<file path="config.mk">
export PLATFORM = sky130hd
export DESIGN_NAME = ps2_key_ctrl
export DESIGN_NICKNAME = d
export VERILOG_FILES = /design/src/rtl/ps2_pkg.sv /design/src/rtl/ps2_code_decode.sv /design/src/rtl/ps2_key_ctrl.sv
export SDC_FILE = /design/constraint.sdc
export NUM_CORES = 1
export LEC_CHECK = 0
export CORE_MARGIN = 1.5
export CORE_UTILIZATION = 43
export DETAILED_ROUTE_END_ITERATION = 10
export GPL_TIMING_DRIVEN = 0
export PLACE_DENSITY = 0.74
export SLEW_MARGIN = 5
export SYNTH_ARGS = -nofsm -noshare
export SYNTH_HDL_FRONTEND = slang
export SYNTH_SLANG_ARGS = --single-unit
</file>
<file path="constraint.sdc">
create_clock -name clk -period 1.97 [get_ports clk]
set_clock_uncertainty 0.2 [all_clocks]
set_input_delay 0.197 -clock clk [delete_from_list [all_inputs] [get_ports clk]]
set_output_delay 0.197 -clock clk [all_outputs]
set_load 0.1 [all_outputs]
</file>
<file path="src/rtl/ps2_pkg.sv">
// ============================================================================
// Module      : ps2_pkg
// Description : Shared constants and types for the PS/2 key sequencing
//               controller: the break/extended prefix bytes and the
//               controller state encoding.
// Revision    : 1.0 - initial release
// ============================================================================
`default_nettype none

package ps2_pkg;

    localparam logic [7:0] PS2_BREAK = 8'hF0;
    localparam logic [7:0] PS2_EXT   = 8'hE0;

    typedef enum logic [1:0] {
        S_IDLE   = 2'd0,
        S_POP    = 2'd1,
        S_SETTLE = 2'd2
    } ps2_ctrl_state_t;

endpackage : ps2_pkg

`default_nettype wire

</file>
<file path="src/rtl/ps2_code_decode.sv">
// ============================================================================
// Module      : ps2_code_decode
// Description : Combinational classifier for one scan-code byte given the
//               pending prefix flags and the currently held key.
// Ports       : i_byte        - byte being decoded
//               i_brk_pend    - break prefix seen before this byte
//               i_ext_pend    - extended prefix seen before this byte
//               i_key_code    - {ext, scan code} of the held / last key
//               i_key_down    - a key is currently held
//               o_is_prefix   - byte is F0 or E0
//               o_is_release_match - byte releases the held key
//               o_is_new_press     - byte is a make code of a new key
// Revision    : 1.0 - initial release
// ============================================================================
`default_nettype none

module ps2_code_decode
    import ps2_pkg::*;
(
    input  logic [7:0] i_byte,
    input  logic       i_brk_pend,
    input  logic       i_ext_pend,
    input  logic [8:0] i_key_code,
    input  logic       i_key_down,
    output logic       o_is_prefix,
    output logic       o_is_release_match,
    output logic       o_is_new_press
);

    logic [8:0] w_code;
    logic       w_same_key;

    assign w_code     = {i_ext_pend, i_byte};
    assign w_same_key = (w_code == i_key_code);

    // E0 counts as a prefix even when extended tracking is off, so that it
    // is always consumed without being mistaken for a make code.
    assign o_is_prefix        = (i_byte == PS2_BREAK) || (i_byte == PS2_EXT);
    assign o_is_release_match = !o_is_prefix && i_brk_pend && i_key_down && w_same_key;
    assign o_is_new_press     = !o_is_prefix && !i_brk_pend && (!i_key_down || !w_same_key);

endmodule : ps2_code_decode

`default_nettype wire

</file>
<file path="src/rtl/ps2_key_ctrl.sv">
// ============================================================================
// Module      : ps2_key_ctrl
// Description : Pops scan-code bytes from the PS/2 receiver FIFO, decodes
//               break/extended prefixes, tracks the held key, suppresses
//               typematic repeats and counts distinct presses.
// Config      : PS2_EXT_EN - when defined, E0 prefixes are tracked and
//               o_key_code[8] carries the extended bit; otherwise E0 bytes
//               are discarded and extended keys alias onto base codes.
// Ports       : clk, rst (async, active-high)
//               i_kb_data / i_kb_ready / i_kb_overflow - receiver FIFO side
//               o_kb_nextdata_n - active-low pop strobe
//               o_key_code, o_key_down, o_key_count - key state
//               o_press_pulse, o_release_pulse - one-cycle event pulses
//               o_ovf_err - sticky overflow flag
// Revision    : 1.0 - initial release
// ============================================================================
`default_nettype none

module ps2_key_ctrl
    import ps2_pkg::*;
#(
    parameter int CNT_W = 8
) (
    input  logic             clk,
    input  logic             rst,
    input  logic [7:0]       i_kb_data,
    input  logic             i_kb_ready,
    input  logic             i_kb_overflow,
    output logic             o_kb_nextdata_n,
    output logic [8:0]       o_key_code,
    output logic             o_key_down,
    output logic [CNT_W-1:0] o_key_count,
    output logic             o_press_pulse,
    output logic             o_release_pulse,
    output logic             o_ovf_err
);

    ps2_ctrl_state_t r_state;
    ps2_ctrl_state_t w_next;

    logic [7:0]       r_byte;
    logic             r_brk_pend;
    logic             w_ext_pend;
    logic [8:0]       r_key_code;
    logic             r_key_down;
    logic [CNT_W-1:0] r_key_count;
    logic             r_press;
    logic             r_release;
    logic             r_ovf_err;
    logic             r_nextdata_n;

    logic w_pop;
    logic w_is_prefix;
    logic w_is_release_match;
    logic w_is_new_press;

    // ------------------------------------------------------------------
    // FSM
    // ------------------------------------------------------------------
    always_ff @(posedge clk or posedge rst) begin
        if (rst) begin
            r_state <= S_IDLE;
        end else begin
            r_state <= w_next;
        end
    end

    always_comb begin
        w_next = r_state;
        case (r_state)
            S_IDLE:   if (i_kb_ready) w_next = S_POP;
            S_POP:    w_next = S_SETTLE;
            S_SETTLE: w_next = S_IDLE;
            default:  w_next = S_IDLE;
        endcase
    end

    assign w_pop = (r_state == S_POP);

    ps2_code_decode u_decode (
        .i_byte             (r_byte),
        .i_brk_pend         (r_brk_pend),
        .i_ext_pend         (w_ext_pend),
        .i_key_code         (r_key_code),
        .i_key_down         (r_key_down),
        .o_is_prefix        (w_is_prefix),
        .o_is_release_match (w_is_release_match),
        .o_is_new_press     (w_is_new_press)
    );

    // ------------------------------------------------------------------
    // Datapath registers
    // ------------------------------------------------------------------
    always_ff @(posedge clk or posedge rst) begin
        if (rst) begin
            r_byte       <= 8'h00;
            r_brk_pend   <= 1'b0;
            r_key_code   <= 9'h000;
            r_key_down   <= 1'b0;
            r_key_count  <= '0;
            r_press      <= 1'b0;
            r_release    <= 1'b0;
            r_ovf_err    <= 1'b0;
            r_nextdata_n <= 1'b1;
        end else begin
            r_press      <= 1'b0;
            r_release    <= 1'b0;
            // Strobe is registered so it is low exactly while in S_POP.
            r_nextdata_n <= !(w_next == S_POP);

            if (i_kb_overflow) begin
                r_ovf_err <= 1'b1;
            end

            if (r_state == S_IDLE && i_kb_ready) begin
                r_byte <= i_kb_data;
            end

            if (w_pop) begin
                if (r_byte == PS2_BREAK) begin
                    r_brk_pend <= 1'b1;
                end else if (w_is_prefix) begin
                    // E0: extended flag handled below; nothing else changes.
                end else if (r_brk_pend) begin
                    r_brk_pend <= 1'b0;
                    if (w_is_release_match) begin
                        r_key_down <= 1'b0;
                        r_release  <= 1'b1;
                    end
                end else if (w_is_new_press) begin
                    r_key_code  <= {w_ext_pend, r_byte};
                    r_key_down  <= 1'b1;
                    r_press     <= 1'b1;
                    r_key_count <= r_key_count + {{(CNT_W-1){1'b0}}, 1'b1};
                end
            end
        end
    end

`ifdef PS2_EXT_EN
    logic r_ext_pend;

    // Set on E0, cleared by any non-prefix byte; survives an F0 so that
    // E0 F0 xx releases the extended key.
    always_ff @(posedge clk or posedge rst) begin
        if (rst) begin
            r_ext_pend <= 1'b0;
        end else if (w_pop) begin
            if (r_byte == PS2_EXT) begin
                r_ext_pend <= 1'b1;
            end else if (!w_is_prefix) begin
                r_ext_pend <= 1'b0;
            end
        end
    end

    assign w_ext_pend = r_ext_pend;
`else
    assign w_ext_pend = 1'b0;
`endif

    assign o_kb_nextdata_n = r_nextdata_n;
    assign o_key_code      = r_key_code;
    assign o_key_down      = r_key_down;
    assign o_key_count     = r_key_count;
    assign o_press_pulse   = r_press;
    assign o_release_pulse = r_release;
    assign o_ovf_err       = r_ovf_err;

endmodule : ps2_key_ctrl

`default_nettype wire

</file>
==> reports/metrics.cfg <==
[clock_tree]
clockBufferDepth = 2
cts_buffers = 5
cts-root-buf = clkbuf_4
worstSkewPairLatency_ns = 0.34
htreeDepth = 2
clkTransAtPathRegs_ns = 0.10
numClockSinks = 32
cts_tree = yes
ctsHoldBuffers = 0

[min_path]
hold_path.class = in -> async

[logic_synthesis]
synth_area_per_cell_um2 = 13.4
synthSimpleGateAreaFrac = 0.137
synth_area_leaders = dfrtp_1, mux2_2, xnor2_1
synth_top_area_share = 0.553
ys_types = 30
synth_top_family_by_area = multiplexers
synth.net_count = 118
synth-xor-area-share = 0.0937
syn_inst = 105
yosysWarnings = 0
synth_mux_area_frac = 0.142
yosysTopAreaCell = dfrtp_1
synth_compound_area_frac = 0.0169
ys_seq_area_frac = 0.572
ys_ff_latch = 32
synthAdderAreaFrac = 0.00892
syn_area_um2 = 1400

[worst_setup_path]
arrival_ns = 1.96
crit_path_max_incr_delay_ns = 0.41
crit_type = reg -> reg
cp_max_fo = 5
path_cells = nand4b_1, o41a_4, nand2b_4, buf_8, mux2_2
end_kind = register
worst_setup_path_start_kind = register
cp_slowest_cell = dfrtp_1
crit_family = flip-flops
critPathBufInv = 1
worstPathRequired_ns = 1.99

[route]
drt-total-wl_um = 2680
antenna_left = 0
drt_iter0_markers = 28
vias = 965
drtPass1Iterations = 4
viasPerCell = 4.97
drc_errors = 0
wire_per_inst_um = 13.8

[grt]
grt_max_degree = 33
antenna_found_initial = 0
grt_usage = 0.174
grt_overflow = 0
grt_pass1_vias = 952
grt_pass1_wl_um = 4460

[timing]
finalCritPeriodShare = 0.982
finalHoldViolations = 0
holdWs_ns = 0.0594
setup_violations = 0
fmax_ghz = 0.517
worstMarginPinSlew_ns = 0.950
min_period_ns = 1.93
slew_headroom = 0.369
maxSlewViolCount = 0
rsz0062_at_grt = yes

[layout]
layout_commonest_cell = dfrtp_1
regArea_um2 = 836
final_cell_mix = dfrtp_1, clkdlybuf4s15_2, mux2_2
final_core_util = 0.647
area_growth_pct = 42.0
fill_cells = 268
diodes = 0
drive_gt1_frac = 0.473
multiInputGateArea_um2 = 623
fin_nets = 162
design_area_um2 = 1990

[status]
status = finished, final reports clean

[placement]
dp_hpwl_um = 1850
portBuffers = 32
gp_congestion = 0.862
placed_area_um2 = 1830

[die]
start_util = 0.456
die_area_um2 = 3610
core-area_um2 = 3080
io_pins = 34
std_cell_rows = 20
die_h_um = 60.1
die_w_um = 60.1

[flow_run]
cap_violations = 0

logic make-up after synthesis:
kind of cell,Yosys count
buf+inv,7
xor+xnor,15
mux,17
fa+ha+maj,1
compound gates,3
simple gates,29
other cells,1
flops,32
worst register-to-register path, cell delays in order (launching register included):
cell,delay (ns)
dfrtp_1,0.41
nand4b_1,0.21
o41a_4,0.41
nand2b_4,0.13
buf_8,0.13
mux2_2,0.32
final timing paths:
| kind | startpoint | to | slack (ns) | cells after the start |
|---|---|---|---|---|
| worst min register to register | o_key_count[7]$_DFFE_PP0P_ | o_key_count[7]$_DFFE_PP0P_ | 0.27 | 1 |
| min in group clk | i_kb_overflow | o_ovf_err$_DFFE_PP0P_ | 0.22 | 2 |
| max in group asynchronous | rst | o_key_code[1]$_DFFE_PP0P_ | 1.01 | 2 |
| worst min-delay path | rst | o_ovf_err$_DFFE_PP0P_ | 0.06 | 2 |
| worst max-delay path | r_byte[3]$_DFFE_PP0P_ | o_key_code[2]$_DFFE_PP0P_ | 0.04 | 5 |
| worst max register to register | r_byte[3]$_DFFE_PP0P_ | o_key_code[2]$_DFFE_PP0P_ | 0.04 | 5 |
metal layers:
| layer | wire length [um] | track usage | share of wire | up-vias |
|---|---|---|---|---|
| met2 | 1300 | 0.273 | 0.49 | 27 |
| met1 | 1190 | 0.214 | 0.44 | 475 |
| met3 | 138 | 0.0649 | 0.051 | 6 |
| met5 | 0 | 0 | 0 | - |
| met4 | 45 | 0.0762 | 0.017 | 0 |
| li1 | - | - | - | 457 |
registers in the layout, summed over array words and instances, names as in the netlist:
register and count:
o_key_code 8, o_key_count 8, r_byte 8, r_state 2, o_kb_nextdata_n 1, o_key_down 1, o_ovf_err 1, o_press_pulse 1
o_release_pulse 1, r_brk_pend 1
cell type report:
class                   count  area share
well taps                  44      0.0276
flip-flops and latches     32       0.420
multi-input cells          66       0.313
plain buffers               3      0.0132
inverters                   4     0.00754
clock buffers               8      0.0295
repair buffers             37       0.190
cells in the mapped netlist (all sizes together):
master   n
inv      4
a21oi    1
nand4    5
a31oi    1
nor4     3
dfrtp   31
nor2b    1
nand2    2
nor3b    2
ha       1
or2      1
dfstp    1
buf      3
xor2     5
and2b    1
nor3     4
o41a     1
conb     1
nand4b   1
and3     1
mux2    17
nand3    5
nand2b   1
xnor2   10
nor2     2
timing repair:
action | in CTS | in global routing
gates resized for setup | 55 | 11
cloned | 0 | 1
endpoints found under the setup margin | 28 | 20
endpoints found under the hold margin | 0 | 0
buffers inserted | 2 | 2
pin swaps | 0 | 1
through the flow:
step,TNS [ns],setup WS (ns),cells
after global placement,-0.243,-0.0426,181
final,0,0.0357,194
after global routing,-0.106,-0.0231,194
after CTS,0,0.000343,191
after floorplan,0,0.00461,105
after detailed placement,-1.02,-0.0583,181
Power is left out: the tool's default activity adds up to more than one toggle a clock period on the data nets, which glitch-free logic cannot reach.
